[config.mk]
export PLATFORM = sky130hd
export DESIGN_NAME = pc_fetch
export DESIGN_NICKNAME = d
export VERILOG_FILES = /design/src/rtl/pc_fetch_pkg.sv /design/src/rtl/fetch_fifo2.sv /design/src/rtl/pc_fetch.sv
export SDC_FILE = /design/constraint.sdc
export NUM_CORES = 1
export LEC_CHECK = 0
export BUFFER_PORTS_ARGS = -buffer_cell sky130_fd_sc_hd__buf_4
export CAP_MARGIN = 40
export CORE_UTILIZATION = 49
export DETAILED_ROUTE_END_ITERATION = 7
export PLACE_DENSITY_LB_ADDON = 0.1
export RECOVER_POWER = 25
export SLEW_MARGIN = 40
export SYNTH_ARGS = -nofsm -noshare
export SYNTH_HDL_FRONTEND = slang
export SYNTH_SLANG_ARGS = --single-unit
[constraint.sdc]
create_clock -name clk -period 2.65 [get_ports clk]
set_input_delay 0.265 -clock clk [delete_from_list [all_inputs] [get_ports clk]]
set_output_delay 0.265 -clock clk [all_outputs]
set_load 0.05 [all_outputs]
[src/rtl/pc_fetch_pkg.sv]
// Shared processor package: fetch FSM states, reset PC and instruction width,
// plus the record carried through the fetch buffer.
package pc_fetch_pkg;

    localparam int          INSTR_W          = 32;
    localparam logic [31:0] RESET_PC_DEFAULT = 32'h0000_0000;

    typedef enum logic {
        BOOT,
        FETCH
    } fetch_state_e;

    typedef struct packed {
        logic [31:0]        pc;
        logic [INSTR_W-1:0] instr;
    } fetch_entry_t;

endpackage

[src/rtl/fetch_fifo2.sv]
// Two-entry buffer between instruction memory and decode. Push and pop may
// happen together at any occupancy; flush wins over both.
module fetch_fifo2
    import pc_fetch_pkg::*;
(
    input  logic         clk,
    input  logic         rst_n,
    input  logic         push,
    input  logic         pop,
    input  logic         flush,
    input  fetch_entry_t push_data,
    output logic [1:0]   count,
    output fetch_entry_t head
);

    fetch_entry_t mem_q [2];
    logic         rd_ptr_q, rd_ptr_d;
    logic         wr_ptr_q, wr_ptr_d;
    logic [1:0]   count_q, count_d;

    for (genvar gi = 0; gi < 2; gi++) begin : g_entry
        always_ff @(posedge clk or negedge rst_n) begin
            if (!rst_n) begin
                mem_q[gi] <= '0;
            end else if (push && !flush && (wr_ptr_q == 1'(gi))) begin
                mem_q[gi] <= push_data;
            end
        end
    end

    always_comb begin
        rd_ptr_d = rd_ptr_q;
        wr_ptr_d = wr_ptr_q;
        count_d  = count_q;
        if (flush) begin
            rd_ptr_d = 1'b0;
            wr_ptr_d = 1'b0;
            count_d  = 2'd0;
        end else begin
            if (push) wr_ptr_d = ~wr_ptr_q;
            if (pop)  rd_ptr_d = ~rd_ptr_q;
            count_d = count_q + {1'b0, push} - {1'b0, pop};
        end
    end

    always_ff @(posedge clk or negedge rst_n) begin
        if (!rst_n) begin
            rd_ptr_q <= 1'b0;
            wr_ptr_q <= 1'b0;
            count_q  <= 2'd0;
        end else begin
            rd_ptr_q <= rd_ptr_d;
            wr_ptr_q <= wr_ptr_d;
            count_q  <= count_d;
        end
    end

    assign count = count_q;
    assign head  = mem_q[rd_ptr_q];

endmodule

[src/rtl/pc_fetch.sv]
// Instruction fetch: PC register, one-cycle-latency memory request, and a
// two-entry buffer toward decode with redirect squashing.
module pc_fetch
    import pc_fetch_pkg::*;
#(
    parameter logic [31:0] RESET_PC = RESET_PC_DEFAULT
) (
    input  logic               clk,
    input  logic               rst_n,
    input  logic               redirect,
    input  logic [31:0]        target,
    output logic [31:0]        pc_plus4,
    output logic               imem_en,
    output logic [31:0]        imem_addr,
    input  logic [INSTR_W-1:0] imem_rdata,
    output logic               out_valid,
    input  logic               out_ready,
    output logic [INSTR_W-1:0] out_instr,
    output logic [31:0]        out_pc
);

    fetch_state_e state_q, state_d;
    logic [31:0]  pc_q, pc_d;
    logic         inflight_q, inflight_d;
    logic [31:0]  inflight_pc_q, inflight_pc_d;

    logic         fifo_push, fifo_pop;
    logic [1:0]   fifo_count;
    logic [2:0]   occupancy;
    fetch_entry_t fifo_head;
    fetch_entry_t push_entry;

    always_comb begin
        state_d       = state_q;
        pc_d          = pc_q;
        inflight_d    = 1'b0;
        inflight_pc_d = inflight_pc_q;

        out_valid = (fifo_count != 2'd0) && !redirect;
        fifo_pop  = out_valid && out_ready;
        // Slots that will be taken next cycle if nothing new is requested.
        occupancy = {1'b0, fifo_count} + {2'b00, inflight_q} - {2'b00, fifo_pop};
        imem_en   = 1'b0;
        // A response landing during a redirect belongs to the old path.
        fifo_push = inflight_q && !redirect;

        unique case (state_q)
            BOOT: state_d = FETCH;
            FETCH: begin
                imem_en = !redirect && (occupancy < 3'd2);
            end
            default: state_d = BOOT;
        endcase

        if (redirect) begin
            pc_d = target & 32'hFFFF_FFFC;
        end else if (imem_en) begin
            pc_d          = pc_q + 32'd4;
            inflight_d    = 1'b1;
            inflight_pc_d = pc_q;
        end
    end

    always_ff @(posedge clk or negedge rst_n) begin
        if (!rst_n) begin
            state_q       <= BOOT;
            pc_q          <= RESET_PC;
            inflight_q    <= 1'b0;
            inflight_pc_q <= 32'd0;
        end else begin
            state_q       <= state_d;
            pc_q          <= pc_d;
            inflight_q    <= inflight_d;
            inflight_pc_q <= inflight_pc_d;
        end
    end

    assign push_entry = '{pc: inflight_pc_q, instr: imem_rdata};

    fetch_fifo2 u_fifo (
        .clk       (clk),
        .rst_n     (rst_n),
        .push      (fifo_push),
        .pop       (fifo_pop),
        .flush     (redirect),
        .push_data (push_entry),
        .count     (fifo_count),
        .head      (fifo_head)
    );

    assign pc_plus4  = pc_q + 32'd4;
    assign imem_addr = pc_q & 32'hFFFF_FFFC;
    assign out_instr = fifo_head.instr;
    assign out_pc    = fifo_head.pc;

endmodule

==> impl_metrics.yaml, run 1 <==
clocking:
  cts_tree: "yes"
  htreeDepth: 4
  cts_buffer_depth: 2
  clk_pin_slew_ps: 80
  cts_buffers: 17
  clock-root-buffer: "clkbuf_16"
  cts.sinks: 190
  insertion_delay_ps: 430
critical_path:
  critPathTopFamily: "adder cells"
  path_class: "reg2out"
  rr_endpoint: "pc_q[19]"
  cp_max_fo: 2
  critPathLaunchType: "flop"
  rrSetupSlack_ps: -150
  cp-end-kind: "output pin"
  r2r_cells: 15
  max_stage_delay_ps: 530
  slowest_stage: "fa_2"
  path_cells: "inv_2 -> a21oi_4 -> and2_4 -> ha_4 -> inv_2 -> nand2_2 -> fa_2 -> nand2_2 -> or3_4 -> clkinv_4 -> buf_12"
  crit_buf_inv: 4
  arrival_ps: 2590
  r2r_start: "u_fifo.count[1]"
  critPathRequiredTime_ps: 2380
drt:
  routedWlPerCell_um: 18.3
  route.detailed.drc: 0
  first_pass_iters: 4
  vias: 6607
  drt-initial-drc-count: 306
  ant_nets: 0
  routed_via_density: 5.53
  wirelength_mm: 21.9
grt:
  gr-usage-met3_pct: 4.86
  grt.total_usage_pct: 23.3
  gr-usage-met2_pct: 39.3
  antenna_found_initial: 0
  met1_usage_pct: 30.3
  grt_overflow: 0
  top_usage_layer: "met2"
  grt_pass1_wl_mm: 33.8
  grt_max_degree: 77
  grt_pass1_vias: 6668
cells_and_area:
  finalInstanceArea_um2: 11900
  final_cell_mix: "225 x buf_4, 186 x mux2_2, 179 x dfrtp_1"
  layout.cells.non_filler: 1195
  drive_gt1_share_pct: 55.9
  finish.net_count: 1026
  final_common_cell: "buf_4"
  syn_to_final_growth_pct: 32.6
  diodes: 0
placed_design:
  pre_cts_slack_ps: -362
  dp_cells: 1147
  gp_congestion: 0.862
  place_hpwl_mm: 14.8
  postPlaceCellArea_um2: 10900
  port_buffers: 189
synth:
  ys.flop_type: "dfrtp_1"
  synth_cell_types: 44
  synthArstFlopShare_pct: 100
  synth.yosys.warnings: 0
  ys_seq_elements: 190
  synth_area_um2: 8960
  yosysSeqAreaShare_pct: 53.1
  synth_edf_count: 0
  syn_inst: 740
  synth.avg_cell_area_um2: 12.1
power_and_ir_drop:
  peakVddDrop_uv: 785
  p_leak_uw: 0.00570
  pwr_density_cell_nw_per_um2: 1190
floorplan:
  die_area_um2: 18800
  initial_utilization_pct: 49.9
  die_height_um: 137
  row_count: 49
  pin_count: 198
  coreArea_um2: 18000
  die_x_um: 137
sta:
  slew_headroom_pct: -24.5
  min_period_over_period_pct: 108
  setup-violations-final: 40
  setup_ws_ps: -200
  finClkSkew_ps: 12.2
  hold_viol_final: 0
  fmax_ghz: 0.351
  drv_slew: 76
  tightest_slew_ps: 1870
  post-route-min-period_ps: 2850
  grt_setup_unrepaired: "true"
min_path:
  hold_end: "u_fifo.mem_q[15]"
  hold_path_class: "in2reg"
  whs_path_depth: 2
  hp-start: "imem_rdata[15]"
run_status:
  violations: "max-capacitance violations, max-slew violations, negative setup slack"
  status: "finished with violations"
flow_run:
  maxCapViolations: 1
## cells by family after synthesis
group	count (synthesis)	synth area share, %
buffers and inverters	67	3.90
adders and majority gates	5	0.782
other	2	0.0839
DFF	190	53.1
muxes	188	23.6
and+or+nand+nor	194	10.7
AOI/OAI and AO/OA	62	4.69
xor gates and xnor gates	32	3.13
## per-layer routing
metal  routed length, um  part of all wire (%)  vias up
li1                    -                     -     3022
met1                9440                    43     3336
met2               10900                    50      225
met3                1310                   6.0       24
met4                 293                   1.3        0
met5                   0                     0        -
## cells in the mapped netlist, types with 2 or more instances
| library cell | number | area, um2 |
|---|---|---|
| nor2_1 | 13 | 48.8 |
| conb_1 | 2 | 7.51 |
| clkbuf_1 | 24 | 90.1 |
| and3_1 | 8 | 50.1 |
| nor4_1 | 2 | 12.5 |
| mux2_2 | 186 | 2090 |
| nor3b_1 | 5 | 37.5 |
| mux2i_1 | 2 | 20.0 |
| nor2b_1 | 3 | 18.8 |
| a22oi_1 | 9 | 67.6 |
| a31oi_1 | 5 | 31.3 |
| nand2b_1 | 3 | 18.8 |
| nand4_2 | 2 | 25.0 |
| buf_6 | 5 | 56.3 |
| nand3_1 | 21 | 105 |
| inv_1 | 13 | 48.8 |
| ha_1 | 4 | 50.1 |
| clkbuf_2 | 2 | 10.0 |
| o311ai_0 | 4 | 35.0 |
| o21ai_0 | 25 | 125 |
| nand4_1 | 7 | 43.8 |
| nand2_1 | 105 | 394 |
| or3_1 | 7 | 43.8 |
| nand4_4 | 2 | 42.5 |
| dfrtp_1 | 190 | 4750 |
| a221o_1 | 12 | 120 |
| xnor2_1 | 21 | 184 |
| nor3_1 | 9 | 45.0 |
| xor2_1 | 11 | 96.3 |
| buf_2 | 14 | 70.1 |
| a21oi_1 | 4 | 20.0 |
| buf_4 | 8 | 60.1 |
## sequential cells by signal (all words and copies together), names as in the netlist
signal	flops
u_fifo.mem_q	124
inflight_pc_q	30
pc_q	30
u_fifo.count	2
inflight_q	1
state_q	1
u_fifo.rd_ptr_q	1
u_fifo.wr_ptr_q	1
## power by group
group,leakage [uW],internal (uW),switching [uW],total [uW]
logic,0.00303,2580,4010,6590
clock network,0.000295,1430,1170,2600
registers,0.00238,4080,826,4910
## cell type report
type	count	area [um2]
Clock inverter	14	166
Sequential cell	190	4770
Clock buffer	18	429
Fill cell	1388	6080
Timing Repair Buffer	241	1940
Inverter	13	53.8
Tap cell	229	287
Multi-Input combinational cell	490	4230
## what timing repair did
action                                  in CTS  in global routing
endpoints found under the hold margin       72                  0
cloned                                       1                  2
hold buffers                                 1                  0
gates resized for setup                     25                 42
endpoints found under the setup margin      76                 73
pin swaps                                    6                  8
setup buffers                                7                  5
## how the worst max path moves through the flow
stage	cells past startpoint	slack (ps)	start	end
after floorplan	14	-350	u_fifo.count[1]	pc_q[13]
after global placement	13	-190	u_fifo.count[0]	pc_q[22]
after detailed placement	13	-360	u_fifo.count[1]	pc_q[22]
after CTS	11	-260	u_fifo.count[1]	imem_en
after global routing	11	-290	u_fifo.count[1]	imem_en
final	11	-200	u_fifo.count[1]	imem_en
## metrics by stage
step / hold slack [ps] / TNS [ps] / power (uW) / utilization, %
2_1_floorplan: -30.6 / -17310 / 9510 / -
5_1_grt: 55.0 / -14320 / 14800 / 66.1
6_report: 67.1 / -2800 / 14100 / 66.1
3_3_place_gp: 317 / -5130 / 11200 / 60.9
4_1_cts: 59.1 / -5450 / 14100 / 65.1
3_5_place_dp: 330 / -9980 / 11400 / 60.9
No activity file was read; power rests on OpenSTA's default activity.
==> run 2: changes to the inputs <==
--- a/config.mk
+++ b/config.mk
@@ -5,9 +5,11 @@
 export SDC_FILE = /design/constraint.sdc
 export NUM_CORES = 1
 export LEC_CHECK = 0
+export ABC_AREA = 1
 export BUFFER_PORTS_ARGS = -buffer_cell sky130_fd_sc_hd__buf_4
 export CAP_MARGIN = 40
 export CORE_UTILIZATION = 49
+export CTS_BUF_LIST = sky130_fd_sc_hd__clkbuf_2 sky130_fd_sc_hd__clkbuf_4 sky130_fd_sc_hd__clkbuf_8
 export DETAILED_ROUTE_END_ITERATION = 7
 export PLACE_DENSITY_LB_ADDON = 0.1
 export RECOVER_POWER = 25
==> run 2 against run 1 <==
The flow finishes with violations (design-rule violations, max-capacitance violations, max-slew violations, negative setup slack). Clock power decreased by 23%. Sequential share of layout area increased by 1.6 points. Largest power group unchanged. Routed wire length decreased by 3.5%. Non-clock buffer count decreased by 20. Critical path depth increased by 2. Design area decreased by 4.1%. Synthesized cell count increased by 41%.
==> impl_metrics.yaml, run 2 <==
floorplan:
  coreArea_um2: 18100
  pin_count: 198
  die_height_um: 138
  initial_utilization_pct: 50.3
  die_x_um: 138
  die_area_um2: 19100
  row_count: 49
synth:
  synth_area_um2: 9090
  synthArstFlopShare_pct: 100
  yosysSeqAreaShare_pct: 52.3
  synthTopCellsByCount: "315 x nand2_1, 190 x dfrtp_1, 179 x o21ai_0"
  synth_cell_types: 27
  synth_edf_count: 0
  ys.flop_type: "dfrtp_1"
  ys_seq_elements: 190
  synth.avg_cell_area_um2: 8.72
  synth.yosys.warnings: 0
  synth_area_leader_cell: "dfrtp_1"
  syn_inst: 1043
  synth_top_area_share_pct: 52.3
  synth.area.top_cells: "dfrtp_1 52%, nand2_1 13%, o21ai_0 9.9%"
  synth.most_common_cell: "nand2_1"
grt:
  grt_max_degree: 80
  grt_overflow: 0
  grt_pass1_vias: 6789
  grt_pass1_wl_mm: 34.3
  antenna_found_initial: 0
  grt.total_usage_pct: 22.6
critical_path:
  path_cells: "inv_2 -> a21oi_4 -> nand2_2 -> inv_2 -> ha_4 -> inv_4 -> nand2_2 -> fa_1 -> nand2_1 -> nor2_1 -> nand2_2 -> clkinvlp_4 -> buf_8"
  critPathTopFamily: "adder cells"
  cp_common_cell: "nand2_2"
  max_stage_delay_ps: 480
  crit_buf_inv: 5
  cp-end-kind: "output pin"
  critPathRequiredTime_ps: 2380
  slowest_stage: "fa_1"
  arrival_ps: 2510
  path_class: "reg2out"
  critPathLaunchType: "flop"
  cp_max_fo: 2
sta:
  grt_setup_unrepaired: "true"
  fmax_ghz: 0.361
  drv_slew: 80
  min_period_over_period_pct: 105
  worst_hold_slack_ps: 40.8
  tightest_slew_ps: 1970
  hold_viol_final: 0
  finClkSkew_ps: 11.7
  slew_headroom_pct: -31.1
  setup_ws_ps: -122
  setup-violations-final: 1
  post-route-min-period_ps: 2770
placed_design:
  port_buffers: 189
  gp_congestion: 0.889
  dp_cells: 1429
  place_hpwl_mm: 14.7
power_and_ir_drop:
  finalPower_uw: 13100
  peakVddDrop_uv: 500
  p_leak_uw: 0.00586
  pwr_density_cell_nw_per_um2: 1150
clocking:
  cts_buffers: 17
  cts_buffer_depth: 2
  cts.sinks: 190
  htreeDepth: 4
  insertion_delay_ps: 460
  cts_tree: "yes"
  clk_pin_slew_ps: 100
  clock-root-buffer: "clkbuf_8"
cells_and_area:
  n_fill_cell: 1681
  top_register: "u_fifo.mem_q"
  largest_reg_flops: 124
  diodes: 0
  syn_to_final_growth_pct: 25.4
  reg_top3: "u_fifo.mem_q: 124 flops, inflight_pc_q: 30 flops, pc_q: 30 flops"
  drive_gt1_share_pct: 28.4
  final_common_cell: "nand2_1"
  layout.cells.non_filler: 1475
  utilization_pct: 63.0
  finish.net_count: 1306
  final_cell_mix: "314 x nand2_1, 202 x buf_4, 188 x dfrtp_1"
drt:
  vias: 7150
  routed_via_density: 4.85
  routedWlPerCell_um: 14.3
  wirelength_mm: 21.1
  ant_nets: 0
  drt-initial-drc-count: 384
  route.detailed.drc: 32
  first_pass_iters: 6
run_status:
  violations: "design-rule violations, max-capacitance violations, max-slew violations, negative setup slack"
  status: "finished with violations"
flow_run:
  maxCapViolations: 1
min_path:
  hold_path_class: "in2reg"
[run 2: cell types whose count changed after synthesis, moves of 12 or more]
| cell | before | now |
|---|---|---|
| xnor2_1 | 21 | 1 |
| nand2_1 | 105 | 315 |
| inv_1 | 13 | 130 |
| a221o_1 | 12 | 0 |
| nor2_1 | 13 | 29 |
| buf_2 | 14 | 26 |
| mux2_2 | 186 | 62 |
| o21ai_0 | 25 | 179 |
[run 2: timing repair]
action / CTS / global route
cloned: 0 / 2
resized for setup: 9 / 7
endpoints found under the hold margin: 81 / 0
hold buffers: 6 / 0
pin swaps: 2 / 2
setup buffers: 4 / 3
endpoints found under the setup margin: 1 / 24
[run 2: metal layers]
layer  track usage [%]  share of wire [%]  up-vias
met5                 0                  0        -
met4              6.92                1.6        0
met3              4.47                6.2       21
met2              34.1                 44      205
met1              32.9                 48     3271
li1                  -                  -     3653
[run 2: logic make-up after synthesis]
| logic type | after synthesis | synth area share (%) |
|---|---|---|
| other | 2 | 0.0826 |
| muxes | 62 | 7.68 |
| adders and majority gates | 5 | 0.771 |
| buffers and inverters | 188 | 8.53 |
| xor gates and xnor gates | 16 | 2.12 |
| and+or+nand+nor | 393 | 18.1 |
| DFF | 190 | 52.3 |
| AOI/OAI and AO/OA | 187 | 10.5 |
[run 2: report_power, final]
part,leakage [uW],switching [uW],internal (uW)
combinational,0.00323,4190,2090
clock,0.000211,1030,988
sequential,0.00242,727,4060
[run 2: final timing paths]
check | from | endpoint | slack [ps] | cells past startpoint
max | u_fifo.count[1] | imem_en | -120 | 13
min | target[8] | pc_q[8] | 40 | 3
max reg2reg | u_fifo.count[1] | inflight_pc_q[19] | 160 | 15
min reg2reg | u_fifo.mem_q[29] | u_fifo.mem_q[29] | 480 | 2
max in group asynchronous | rst_n | u_fifo.rd_ptr_q | 470 | 3
min in group asynchronous | rst_n | u_fifo.mem_q[28] | 880 | 2
[run 2: cell type report]
| cell class | instances | area (um2) | area share, % |
|---|---|---|---|
| clock buffer | 20 | 263 | 2.31 |
| tap | 229 | 287 | 2.51 |
| clock inverter | 12 | 159 | 1.39 |
| sequential | 190 | 4760 | 41.7 |
| multi-input combinational | 670 | 3620 | 31.8 |
| inverter | 133 | 505 | 4.44 |
| timing repair buffer | 221 | 1800 | 15.8 |
[run 2: worst reg2reg max path, stage by stage, from the launching register on]
cell	delay (ps)
dfrtp_1	380
inv_2	60
a21oi_4	140
nand2_2	80
inv_2	70
ha_4	200
inv_4	50
nand2_2	40
fa_1	480
nand2_1	50
nor2_1	100
nand2_2	90
buf_4	170
buf_4	230
nand2_1	110
o21ai_0	90
[run 2: per-stage QoR]
stage                     TNS [ps]  cell area (um2)  setup WS [ps]
after detailed placement         0            10800           52.5
after global routing          -337            11400           -313
after global placement           0            10800            102
final                         -122            11400           -122
after floorplan              -8.08             9140          -8.08
after CTS                     -153            11300           -153
